[src/rtl/drip_unit_counter_if.sv]
// drip_unit_counter_if: control levels in, BCD units digit and status pulses out.
`default_nettype none

interface drip_unit_counter_if;
  logic start;
  logic stop;
  logic hold;
  logic clear;
  logic A;
  logic B;
  logic C;
  logic D;
  logic carry;
  logic tick;
  logic running;
  logic paused;

  modport master (
    output start, stop, hold, clear,
    input  A, B, C, D, carry, tick, running, paused
  );

  modport slave (
    input  start, stop, hold, clear,
    output A, B, C, D, carry, tick, running, paused
  );
endinterface

`default_nettype wire

[src/rtl/drip_unit_counter.sv]
// drip_unit_counter: prescaled BCD units stage with IDLE/RUN/PAUSE control.
// All outputs are registered; carry feeds the pulse input of the tens stage.
`default_nettype none

module drip_unit_counter #(
  parameter int PRESCALE = 50000000
) (
  input  logic             clk,
  input  logic             reset,
  drip_unit_counter_if.slave bus
);

  localparam int PS_W = (PRESCALE > 1) ? $clog2(PRESCALE) : 1;
  localparam logic [PS_W-1:0] PS_LAST = PS_W'(PRESCALE - 1);

  typedef enum logic [1:0] {
    IDLE  = 2'b00,
    RUN   = 2'b01,
    PAUSE = 2'b10
  } state_t;

  state_t          state;
  state_t          state_nxt;
  logic [PS_W-1:0] presc;
  logic [3:0]      units;
  logic            tick_q;
  logic            carry_q;
  logic            running_q;
  logic            paused_q;

  // clear never changes state by itself; stop outranks hold, hold outranks start
  always_comb begin
    state_nxt = IDLE;
    case (state)
      IDLE: begin
        if (!bus.clear && !bus.stop && !bus.hold && bus.start)
          state_nxt = RUN;
        else
          state_nxt = IDLE;
      end
      RUN: begin
        if (bus.stop)
          state_nxt = IDLE;
        else if (bus.clear)
          state_nxt = RUN;
        else if (bus.hold)
          state_nxt = PAUSE;
        else
          state_nxt = RUN;
      end
      PAUSE: begin
        if (bus.stop)
          state_nxt = IDLE;
        else if (bus.clear || bus.hold)
          state_nxt = PAUSE;
        else
          state_nxt = RUN;
      end
      default: state_nxt = IDLE;
    endcase
  end

  always_ff @(posedge clk or negedge reset) begin
    if (!reset) begin
      state     <= IDLE;
      presc     <= '0;
      units     <= 4'd0;
      tick_q    <= 1'b0;
      carry_q   <= 1'b0;
      running_q <= 1'b0;
      paused_q  <= 1'b0;
    end else begin
      state     <= state_nxt;
      running_q <= (state_nxt == RUN);
      paused_q  <= (state_nxt == PAUSE);
      tick_q    <= 1'b0;
      carry_q   <= 1'b0;

      if (bus.clear) begin
        presc <= '0;
        units <= 4'd0;
      end else if (state_nxt == IDLE) begin
        presc <= '0;
      end else if (state == RUN && state_nxt == RUN) begin
        // Only RUN->RUN edges count, so PAUSE->RUN resumes without losing phase
        if (presc == PS_LAST) begin
          presc  <= '0;
          tick_q <= 1'b1;
          if (units >= 4'd9) begin
            units   <= 4'd0;
            carry_q <= 1'b1;
          end else begin
            units <= units + 4'd1;
          end
        end else begin
          presc <= presc + PS_W'(1);
        end
      end
    end
  end

  assign bus.A       = units[3];
  assign bus.B       = units[2];
  assign bus.C       = units[1];
  assign bus.D       = units[0];
  assign bus.tick    = tick_q;
  assign bus.carry   = carry_q;
  assign bus.running = running_q;
  assign bus.paused  = paused_q;

endmodule

`default_nettype wire

[src/flat_wrapper.sv]
// flat-port wrapper written by rule: the top's interface ports become plain ports
module drip_unit_counter_flat 
#(
  parameter int PRESCALE = 50000000
)
  (clk, reset, bus_start, bus_stop, bus_hold, bus_clear, bus_A, bus_B, bus_C, bus_D, bus_carry, bus_tick, bus_running, bus_paused);
  drip_unit_counter_if bus_i ();
  input  logic clk;
  input  logic reset;
  input wire logic [$bits(bus_i.start)-1:0] bus_start;
  input wire logic [$bits(bus_i.stop)-1:0] bus_stop;
  input wire logic [$bits(bus_i.hold)-1:0] bus_hold;
  input wire logic [$bits(bus_i.clear)-1:0] bus_clear;
  output wire logic [$bits(bus_i.A)-1:0] bus_A;
  output wire logic [$bits(bus_i.B)-1:0] bus_B;
  output wire logic [$bits(bus_i.C)-1:0] bus_C;
  output wire logic [$bits(bus_i.D)-1:0] bus_D;
  output wire logic [$bits(bus_i.carry)-1:0] bus_carry;
  output wire logic [$bits(bus_i.tick)-1:0] bus_tick;
  output wire logic [$bits(bus_i.running)-1:0] bus_running;
  output wire logic [$bits(bus_i.paused)-1:0] bus_paused;
  assign bus_i.start = bus_start;
  assign bus_i.stop = bus_stop;
  assign bus_i.hold = bus_hold;
  assign bus_i.clear = bus_clear;
  assign bus_A = bus_i.A;
  assign bus_B = bus_i.B;
  assign bus_C = bus_i.C;
  assign bus_D = bus_i.D;
  assign bus_carry = bus_i.carry;
  assign bus_tick = bus_i.tick;
  assign bus_running = bus_i.running;
  assign bus_paused = bus_i.paused;
  drip_unit_counter #(.PRESCALE(PRESCALE)) u_core (.clk(clk), .reset(reset), .bus(bus_i));
endmodule
[config.mk]
export PLATFORM = sky130hd
export DESIGN_NAME = drip_unit_counter_flat
export DESIGN_NICKNAME = d
export VERILOG_FILES = /design/src/rtl/drip_unit_counter_if.sv /design/src/rtl/drip_unit_counter.sv /design/src/flat_wrapper.sv
export SDC_FILE = /design/constraint.sdc
export NUM_CORES = 1
export LEC_CHECK = 0
export CORE_UTILIZATION = 58
export CTS_CLUSTER_DIAMETER = 120
export DETAILED_ROUTE_END_ITERATION = 6
export PLACE_DENSITY = 0.79
export SLEW_MARGIN = 20
export SYNTH_ARGS = -nofsm -noshare
export SYNTH_HDL_FRONTEND = slang
export SYNTH_SLANG_ARGS = --single-unit
[constraint.sdc]
create_clock -name clk -period 2.9 [get_ports clk]
set_input_delay 0.725 -clock clk [delete_from_list [all_inputs] [get_ports clk]]
set_output_delay 0.725 -clock clk [all_outputs]
set_load 0.005 [all_outputs]
==> results of run 1 <==
per-stage QoR:
step / instances / util / hold WS, ps
CTS: 290 / 0.705 / 544
finish: 290 / 0.705 / 544
floorplan: 222 / - / 429
detailed placement: 282 / 0.682 / 519
global placement: 282 / 0.682 / 497
global route: 290 / 0.705 / 571
Yosys cell counts (all sizes together) (7+ instances only):
| cell | instances |
|---|---|
| nand4 | 8 |
| a21oi | 11 |
| nor4 | 9 |
| o21ai | 14 |
| clkbuf | 7 |
| a22o | 13 |
| nor2 | 17 |
| nand3 | 20 |
| dfrtp | 36 |
| nand2 | 19 |
| nor3 | 7 |
worst min path at each step:
stage / end / cells past startpoint / from
after global routing: u_core.presc[1]$_DFFE_PN0P_ / 2 / u_core.presc[1]$_DFFE_PN0P_
after detailed placement: u_core.presc[1]$_DFFE_PN0P_ / 2 / u_core.presc[1]$_DFFE_PN0P_
after CTS: u_core.presc[1]$_DFFE_PN0P_ / 2 / u_core.presc[1]$_DFFE_PN0P_
after global placement: u_core.presc[1]$_DFFE_PN0P_ / 2 / u_core.presc[1]$_DFFE_PN0P_
after floorplan: u_core.bus.carry$_DFF_PN0_ / 0 / reset
final: u_core.presc[1]$_DFFE_PN0P_ / 2 / u_core.presc[1]$_DFFE_PN0P_
flip-flops by register name, summed over array words and instances (netlist names):
signal	count
u_core.units	4
u_core.bus.running	1
u_core.bus.paused	1
u_core.bus.carry	1
u_core.presc	26
u_core.state	2
u_core.bus.tick	1
layer usage:
layer | GRT usage | vias up | wire length, µm
li1 | - | 878 | -
met1 | 0.370 | 898 | 2080
met3 | 0.0849 | 8 | 240
met5 | 0 | - | 0
met2 | 0.476 | 58 | 2390
met4 | 0.102 | 0 | 64
layout make-up:
cell class | instances | area (µm²) | share of cell area
sequential | 36 | 901 | 0.380
timing repair buffer | 23 | 205 | 0.0866
inverter | 6 | 22.5 | 0.00950
clock buffer | 6 | 41.3 | 0.0174
tap | 46 | 57.6 | 0.0243
clock inverter | 2 | 35.0 | 0.0148
multi-input combinational | 171 | 1110 | 0.467
power by group:
group,switching [W],internal (W)
sequential,0.00000336,0.000505
combinational,0.0000426,0.0000257
clock,0.000173,0.000181
total,0.000219,0.000711
cells by family (layout without fill, tap and decap cells):
kind of cell,count (synthesis),in the layout,synth area share
adders and majority gates,4,4,0.0242
DFF,36,36,0.436
xor gates and xnor gates,1,1,0.00424
AOI/OAI and AO/OA,54,54,0.179
buffers and inverters,15,37,0.0284
and+or+nand+nor,112,112,0.329
worst max-delay path: stages:
cell,delay (ps)
sky130_fd_sc_hd__clkdlybuf4s50_1,500
sky130_fd_sc_hd__a211oi_1,260
sky130_fd_sc_hd__o31ai_1,150
sky130_fd_sc_hd__a21o_2,290
sky130_fd_sc_hd__or4_2,630
sky130_fd_sc_hd__nand3_1,120
==> results.rst, run 1 <==
.. list-table::
   :header-rows: 1

   * - Metric
     - Value
   * - Vias
     - 1842
   * - Ys async rst share
     - 1.00
   * - Mapped Avg Cell Area
     - 9.31 µm²
   * - Worst flop-to-flop path endpoint
     - u_core.presc[25]$_DFFE_PN0P_
   * - Cell types with the largest area share after synthesis
     - sky130_fd_sc_hd__dfrtp_1 (44%), sky130_fd_sc_hd__a22o_1 (5.5%), sky130_fd_sc_hd__nand3_1 (4.6%), sky130_fd_sc_hd__nand2_1 (3.5%), sky130_fd_sc_hd__o21ai_0 (3.4%)
   * - Worst Tran Pin Value
     - 669 ps
   * - Count of input and output buffers
     - 13
   * - Total of flip-flops plus latches after synthesis
     - 36
   * - Kind of end point of the critical path
     - register
   * - Area enclosed by the die boundary
     - 3810 µm²
   * - Number of clock buffers inserted by TritonCTS
     - 5
   * - Initial DRC count
     - 133
   * - Effective utilization at floorplan
     - 0.615
   * - Startpoint of the lowest-slack register-to-register path
     - u_core.presc[15]$_DFFE_PN0P_
   * - Largest net degree at the start of global routing
     - 37
   * - Maximum operating frequency
     - 420 MHz
   * - Router iterations before antenna repair
     - 4
   * - Crit share post-route
     - 0.822
   * - Clock Pin Slew Worst Setup and Hold Paths
     - 110 ps
   * - Final hold violation count
     - 0
   * - Die Height
     - 61.7 µm
   * - Most frequent cells in the layout
     - sky130_fd_sc_hd__dfrtp_1 (36), sky130_fd_sc_hd__nand2_1 (19), sky130_fd_sc_hd__nand3_1 (19), sky130_fd_sc_hd__nor2_1 (17), sky130_fd_sc_hd__o21ai_0 (14)
   * - Critical path type
     - input port to register
   * - Number of antenna violations at the first check in global routing
     - 0
   * - Routed length per instance
     - 16.5 µm
   * - Largest clock skew in the final design
     - 8.29 ps
   * - Filler Cell Count
     - 275
   * - Required time of the worst setup path
     - 3190 ps
   * - DIE WIDTH
     - 61.7 µm
   * - Final Routed Wirelength
     - 4770 µm
   * - Data arrival time of the critical path
     - 2680 ps
   * - Number of setup violations in the final report
     - 0
   * - Worst Hold Class
     - register to register
   * - Final Cell Area
     - 2370 µm²
   * - Worst slew slack as a fraction of its limit
     - 0.550
   * - Number of warnings issued by yosys
     - 0
   * - Minimum setup slack among reg-to-reg paths
     - 520 ps
   * - Leading register cell type out of synthesis
     - sky130_fd_sc_hd__dfrtp_1
   * - Clock insertion delay at the later pin of the skew report
     - 350 ps
   * - Number of global-route vias before repair
     - 1761
   * - Summed instance area of the synthesized netlist
     - 2070 µm²
   * - Max-cap viol count
     - 0
   * - Worst ir drop on vdd
     - 0.274 mV
   * - Overall track demand over capacity in global routing
     - 0.291
   * - CTS tree
     - yes
   * - Overall power of the completed layout
     - 0.000930 W
   * - Clock Tree Buf Depth
     - 2
   * - Cells after Synth
     - 222
   * - Top cell type's share of synthesized area
     - 0.436
   * - Global placer's final weighted congestion
     - 0.909
   * - Detailed-placement wirelength estimate
     - 3330 µm
   * - Antenna diodes
     - 0
   * - Htree depth
     - 2
   * - Buffer count from post-CTS setup fixing
     - 0
   * - Synth area leader
     - sky130_fd_sc_hd__dfrtp_1
   * - Worst Path Max Fanout
     - 10
   * - Post-cts gate resize count
     - 0
   * - Grt ovf
     - 0
   * - Sequential fraction of the synthesis area
     - 0.436
   * - Area Overhead vs Synth
     - 14.6%
   * - Startpoint types
     - input port
   * - Share of post-route cells with drive strength above 1
     - 0.119
   * - Library cells used by synthesis
     - 45
   * - TritonCTS Sinks
     - 36
   * - Synthesized Nets
     - 232
   * - Placeable Area
     - 3360 µm²
   * - Power density relative to cell area
     - 393 nW/µm²
   * - Worst R2R Path Depth
     - 6
   * - Most common cell after layout, fill and taps aside
     - sky130_fd_sc_hd__dfrtp_1
   * - PnR worst setup slack
     - 517 ps
   * - Min Tclk post-route
     - 2380 ps
   * - DRC violations left
     - 0
   * - Unrepaired setup endpoints after global routing
     - no
   * - CTS Root Cell
     - sky130_fd_sc_hd__clkbuf_4
   * - Number of top-level design ports
     - 14
   * - Critical path startpoint
     - bus_clear
   * - Average vias per placed instance
     - 6.35
   * - Run status
     - finished clean
   * - Number of max-slew violations in the final report
     - 0
   * - Area post-placement
     - 2290 µm²
   * - Setup TNS
     - 0 ps
   * - Worst Setup EP
     - u_core.presc[17]$_DFFE_PN0P_
   * - Count of flip-flops with a built-in enable after synthesis
     - 0
   * - Antenna viol nets, final
     - 0
   * - Rows
     - 21
   * - Wire length of the first global-routing pass
     - 7980 µm
   * - LEAKAGE
     - 1.02 nW
   * - Hold buffer count at CTS
     - 0
   * - Setup Slack @ Placement
     - 178 ps
   * - Number of nets in the finished design
     - 253
(Power assumes the default switching activity.)
==> run 2: changes to the inputs <==
clock period = 2.22 ns   (was 2.9 ns; I/O delays follow)
==> run 2 against run 1 <==
  * The flow now finishes with violations (setup timing)
  * Core utilization up 7.9 points
  * Clock skew up 6.3 ps
  * Global-route usage up 4.2 points
  * Sequential cell count unchanged
  * Cell count up 11%
  * Sequential power up 31%
  * Critical path type is now register to register
  * Critical endpoint is now u_core.units[2]$_DFFE_PN0P_
==> results.rst, run 2 (same netlist as run 1, synthesis figures left out) <==
.. list-table::
   :header-rows: 1

   * - Metric
     - Value
   * - Run status
     - complete, but fails checks
   * - Failing checks
     - setup timing
   * - Number of clock buffers inserted by TritonCTS
     - 5 (unchanged)
   * - Number of nets in the finished design
     - 286 (+13%)
   * - Routed length per instance
     - 17.1 µm (+4.0%)
   * - Clock Tree Buf Depth
     - 2 (unchanged)
   * - Most frequent cell on the critical path
     - sky130_fd_sc_hd__or4b_4
   * - Min Tclk post-route
     - 2220 ps
   * - Number of max-slew violations in the final report
     - 0 (unchanged)
   * - PnR worst setup slack
     - -0.0857 ps (-517 ps)
   * - Kind of end point of the critical path
     - register
   * - Detailed-placement wirelength estimate
     - 3890 µm (+17%)
   * - Area Overhead vs Synth
     - 27.5%
   * - Final Cell Area
     - 2640 µm² (+11%)
   * - Grt ovf
     - 0 (unchanged)
   * - Number of standard cells in the layout, taps in and fillers out
     - 323 (+11%)
   * - Worst Tran Pin Value
     - 470 ps (-199 ps)
   * - Router iterations before antenna repair
     - 5 (+1)
   * - Placeable Area
     - 3360 µm² (unchanged)
   * - CTS Root Cell
     - sky130_fd_sc_hd__clkbuf_4
   * - Number of top-level design ports
     - 14 (unchanged)
   * - Power density relative to cell area
     - 437 nW/µm² (+11%)
   * - Area post-placement
     - 2530 µm² (+10%)
   * - DRC violations left
     - 0 (unchanged)
   * - Worst Setup EP
     - u_core.units[2]$_DFFE_PN0P_
   * - Crit share post-route
     - 1.00
   * - CTS tree
     - yes
   * - Rows
     - 21 (unchanged)
   * - Max-cap viol count
     - 0 (unchanged)
   * - Critical path type
     - register to register
   * - Min Hold Slack
     - 545 ps (+1.13 ps)
   * - Average vias per placed instance
     - 6.34 (-0.13%)
   * - Number of global-route vias before repair
     - 1939 (+10%)
   * - Worst flop-to-flop path endpoint
     - u_core.units[2]$_DFFE_PN0P_
   * - Switching share of power
     - 0.257 (+0.0212)
   * - Filler Cell Count
     - 235 (-15%)
   * - CP cell instances
     - or4b_4, nor4_4, buf_4, nand3_4, or4b_4, a21oi_2
   * - Minimum setup slack among reg-to-reg paths
     - -0.09 ps (-520 ps)
   * - Worst R2R Path Depth
     - 6 (unchanged)
   * - Clock insertion delay at the later pin of the skew report
     - 360 ps (about the same)
   * - Wire length of the first global-routing pass
     - 9280 µm (+16%)
   * - Fraction of the core area covered by cells at the end of the flow
     - 0.784 (+0.0792)
   * - Hold buffer count at CTS
     - 0 (unchanged)
   * - Maximum operating frequency
     - 450 MHz
   * - Unrepaired setup endpoints after global routing
     - yes
   * - Die Height
     - 61.7 µm (unchanged)
   * - Area enclosed by the die boundary
     - 3810 µm² (unchanged)
   * - Top Registers
     - u_core.presc (26), u_core.units (4), u_core.state (2)
   * - Number of setup violations in the final report
     - 1 (+1)
   * - Clock Pin Slew Worst Setup and Hold Paths
     - 110 ps (about the same)
   * - Crit-path max cell delay
     - 550 ps (-80 ps)
   * - Number of placed instances with taps included
     - 313 (+11%)
   * - Worst Hold Class
     - register to register
   * - Largest net degree at the start of global routing
     - 37 (unchanged)
   * - DIE WIDTH
     - 61.7 µm (unchanged)
   * - Most frequent cells in the layout
     - sky130_fd_sc_hd__buf_4 (43), sky130_fd_sc_hd__dfrtp_1 (36), sky130_fd_sc_hd__nand2_1 (19), sky130_fd_sc_hd__nand3_1 (19), sky130_fd_sc_hd__nor2_1 (17)
   * - Count of input and output buffers
     - 13 (unchanged)
   * - TritonCTS Sinks
     - 36 (unchanged)
   * - Number of antenna violations at the first check in global routing
     - 0 (unchanged)
   * - Overall power of the completed layout
     - 0.00115 W (+24%)
   * - Net switching power of the design
     - 0.000296 W (+35%)
   * - Worst Path Max Fanout
     - 5 (-5)
   * - LEAKAGE
     - 1.20 nW (+17%)
   * - Initial DRC count
     - 198 (+49%)
   * - Clock group share of total power
     - 0.330 (-0.050)
   * - Share of total power in sequential cells
     - 0.575 (+0.029)
   * - Startpoint of the lowest-slack register-to-register path
     - u_core.presc[9]$_DFFE_PN0P_
   * - Overall track demand over capacity in global routing
     - 0.333 (+0.0424)
   * - Startpoint types
     - register
   * - Flip-flop count of the largest register after layout
     - 26 (unchanged)
   * - Critical path startpoint
     - u_core.presc[9]$_DFFE_PN0P_
   * - Design internal power
     - 0.000857 W (+21%)
   * - Vias
     - 2049 (+11%)
   * - Effective utilization at floorplan
     - 0.615 (unchanged)
   * - Worst ir drop on vdd
     - 0.455 mV (+66%)
   * - Most common cell after layout, fill and taps aside
     - sky130_fd_sc_hd__buf_4
   * - Final Routed Wirelength
     - 5530 µm (+16%)
   * - Antenna viol nets, final
     - 0 (unchanged)
   * - Top register by number of flip-flops
     - u_core.presc
   * - Largest clock skew in the final design
     - 14.5 ps (+6.25 ps)
   * - Required time of the worst setup path
     - 2510 ps (-680 ps)
   * - Cell at the slowest stage of the critical path
     - sky130_fd_sc_hd__or4b_4
   * - Worst slew slack as a fraction of its limit
     - 0.687 (+0.136)
   * - Share of post-route cells with drive strength above 1
     - 0.256 (+0.137)
   * - Global placer's final weighted congestion
     - 0.924 (+1.6%)
   * - Final hold violation count
     - 0 (unchanged)
   * - Htree depth
     - 2 (unchanged)
   * - Antenna diodes
     - 0 (unchanged)
   * - Combinational share of power
     - 0.095 (+0.022)
   * - Data arrival time of the critical path
     - 2510 ps (-170 ps)
==> run 2: cell count changes in the layout (fill, tap and decap cells not counted), moves of 2 or more <==
| cell | delta |
|---|---|
| sky130_fd_sc_hd__buf_4 | +33 |
| sky130_fd_sc_hd__a21oi_1 | -2 |
| sky130_fd_sc_hd__a21oi_2 | +2 |
| sky130_fd_sc_hd__or4b_1 | -2 |
| sky130_fd_sc_hd__or4b_4 | +2 |
==> run 2: metal layers <==
metal | up-vias | GRT usage | part of all wire
met5 | - | 0 | 0
met4 | 0 | 0.114 | 0.015
met3 | 10 | 0.0621 | 0.068
met2 | 99 | 0.548 | 0.51
met1 | 996 | 0.444 | 0.40
li1 | 944 | - | -
==> run 2: cell type report <==
type                       instances  area [µm²]  share of cell area
multi-input combinational        171        1140               0.433
sequential                        36         901               0.342
timing repair buffer              56         453               0.172
tap                               46        57.6              0.0218
clock buffer                       6        51.3              0.0195
inverter                           6        22.5             0.00854
clock inverter                     2        10.0             0.00380
==> run 2: worst min-delay path by stage <==
stage                                start                           to  cells after the start
2_1_floorplan                        reset   u_core.bus.carry$_DFF_PN0_                      0
3_3_place_gp   u_core.presc[1]$_DFFE_PN0P_  u_core.presc[1]$_DFFE_PN0P_                      2
3_5_place_dp   u_core.presc[1]$_DFFE_PN0P_  u_core.presc[1]$_DFFE_PN0P_                      2
4_1_cts        u_core.presc[1]$_DFFE_PN0P_  u_core.presc[1]$_DFFE_PN0P_                      2
5_1_grt        u_core.presc[1]$_DFFE_PN0P_  u_core.presc[1]$_DFFE_PN0P_                      2
6_report       u_core.presc[1]$_DFFE_PN0P_  u_core.presc[1]$_DFFE_PN0P_                      2
==> run 2: worst max-delay path, delay by kind of cell (launching register included) <==
family / cells / cell delay, ps
compound gates: 1 / 150
buf+inv: 1 / 170
flops: 1 / 410
simple gates: 4 / 1430
==> run 2: power groups by stage <==
stage                     logic (W)  registers [W]  clock network [W]
final                      0.000109       0.000663           0.000381
after global routing       0.000120       0.000664           0.000405
after CTS                  0.000107       0.000663           0.000385
after detailed placement   0.000106       0.000675                  0
after global placement     0.000101       0.000675                  0
after floorplan           0.0000417       0.000676                  0
==> run 2: stage by stage <==
step	TNS, ps	setup WS, ps
3_5_place_dp	-5730	-300
4_1_cts	-30.9	-30.9
5_1_grt	-121	-59.1
3_3_place_gp	-3660	-203
2_1_floorplan	0	91.6
6_report	-0.0857	-0.0857
==> run 2: timing repair <==
item | 4_1_cts | 5_1_grt
endpoints found under the setup margin | 1 | 14
gates resized for setup | 2 | 6
cloned | 0 | 0
pin swaps | 2 | 5
buffers inserted | 1 | 1
==> run 3: changes to the inputs <==
CAP_MARGIN = 10   (was not set)
SLEW_MARGIN = 10   (was 20)
==> results of run 3 <==
Same layout as run 2: the final DEF is identical, and so are final timing and power.
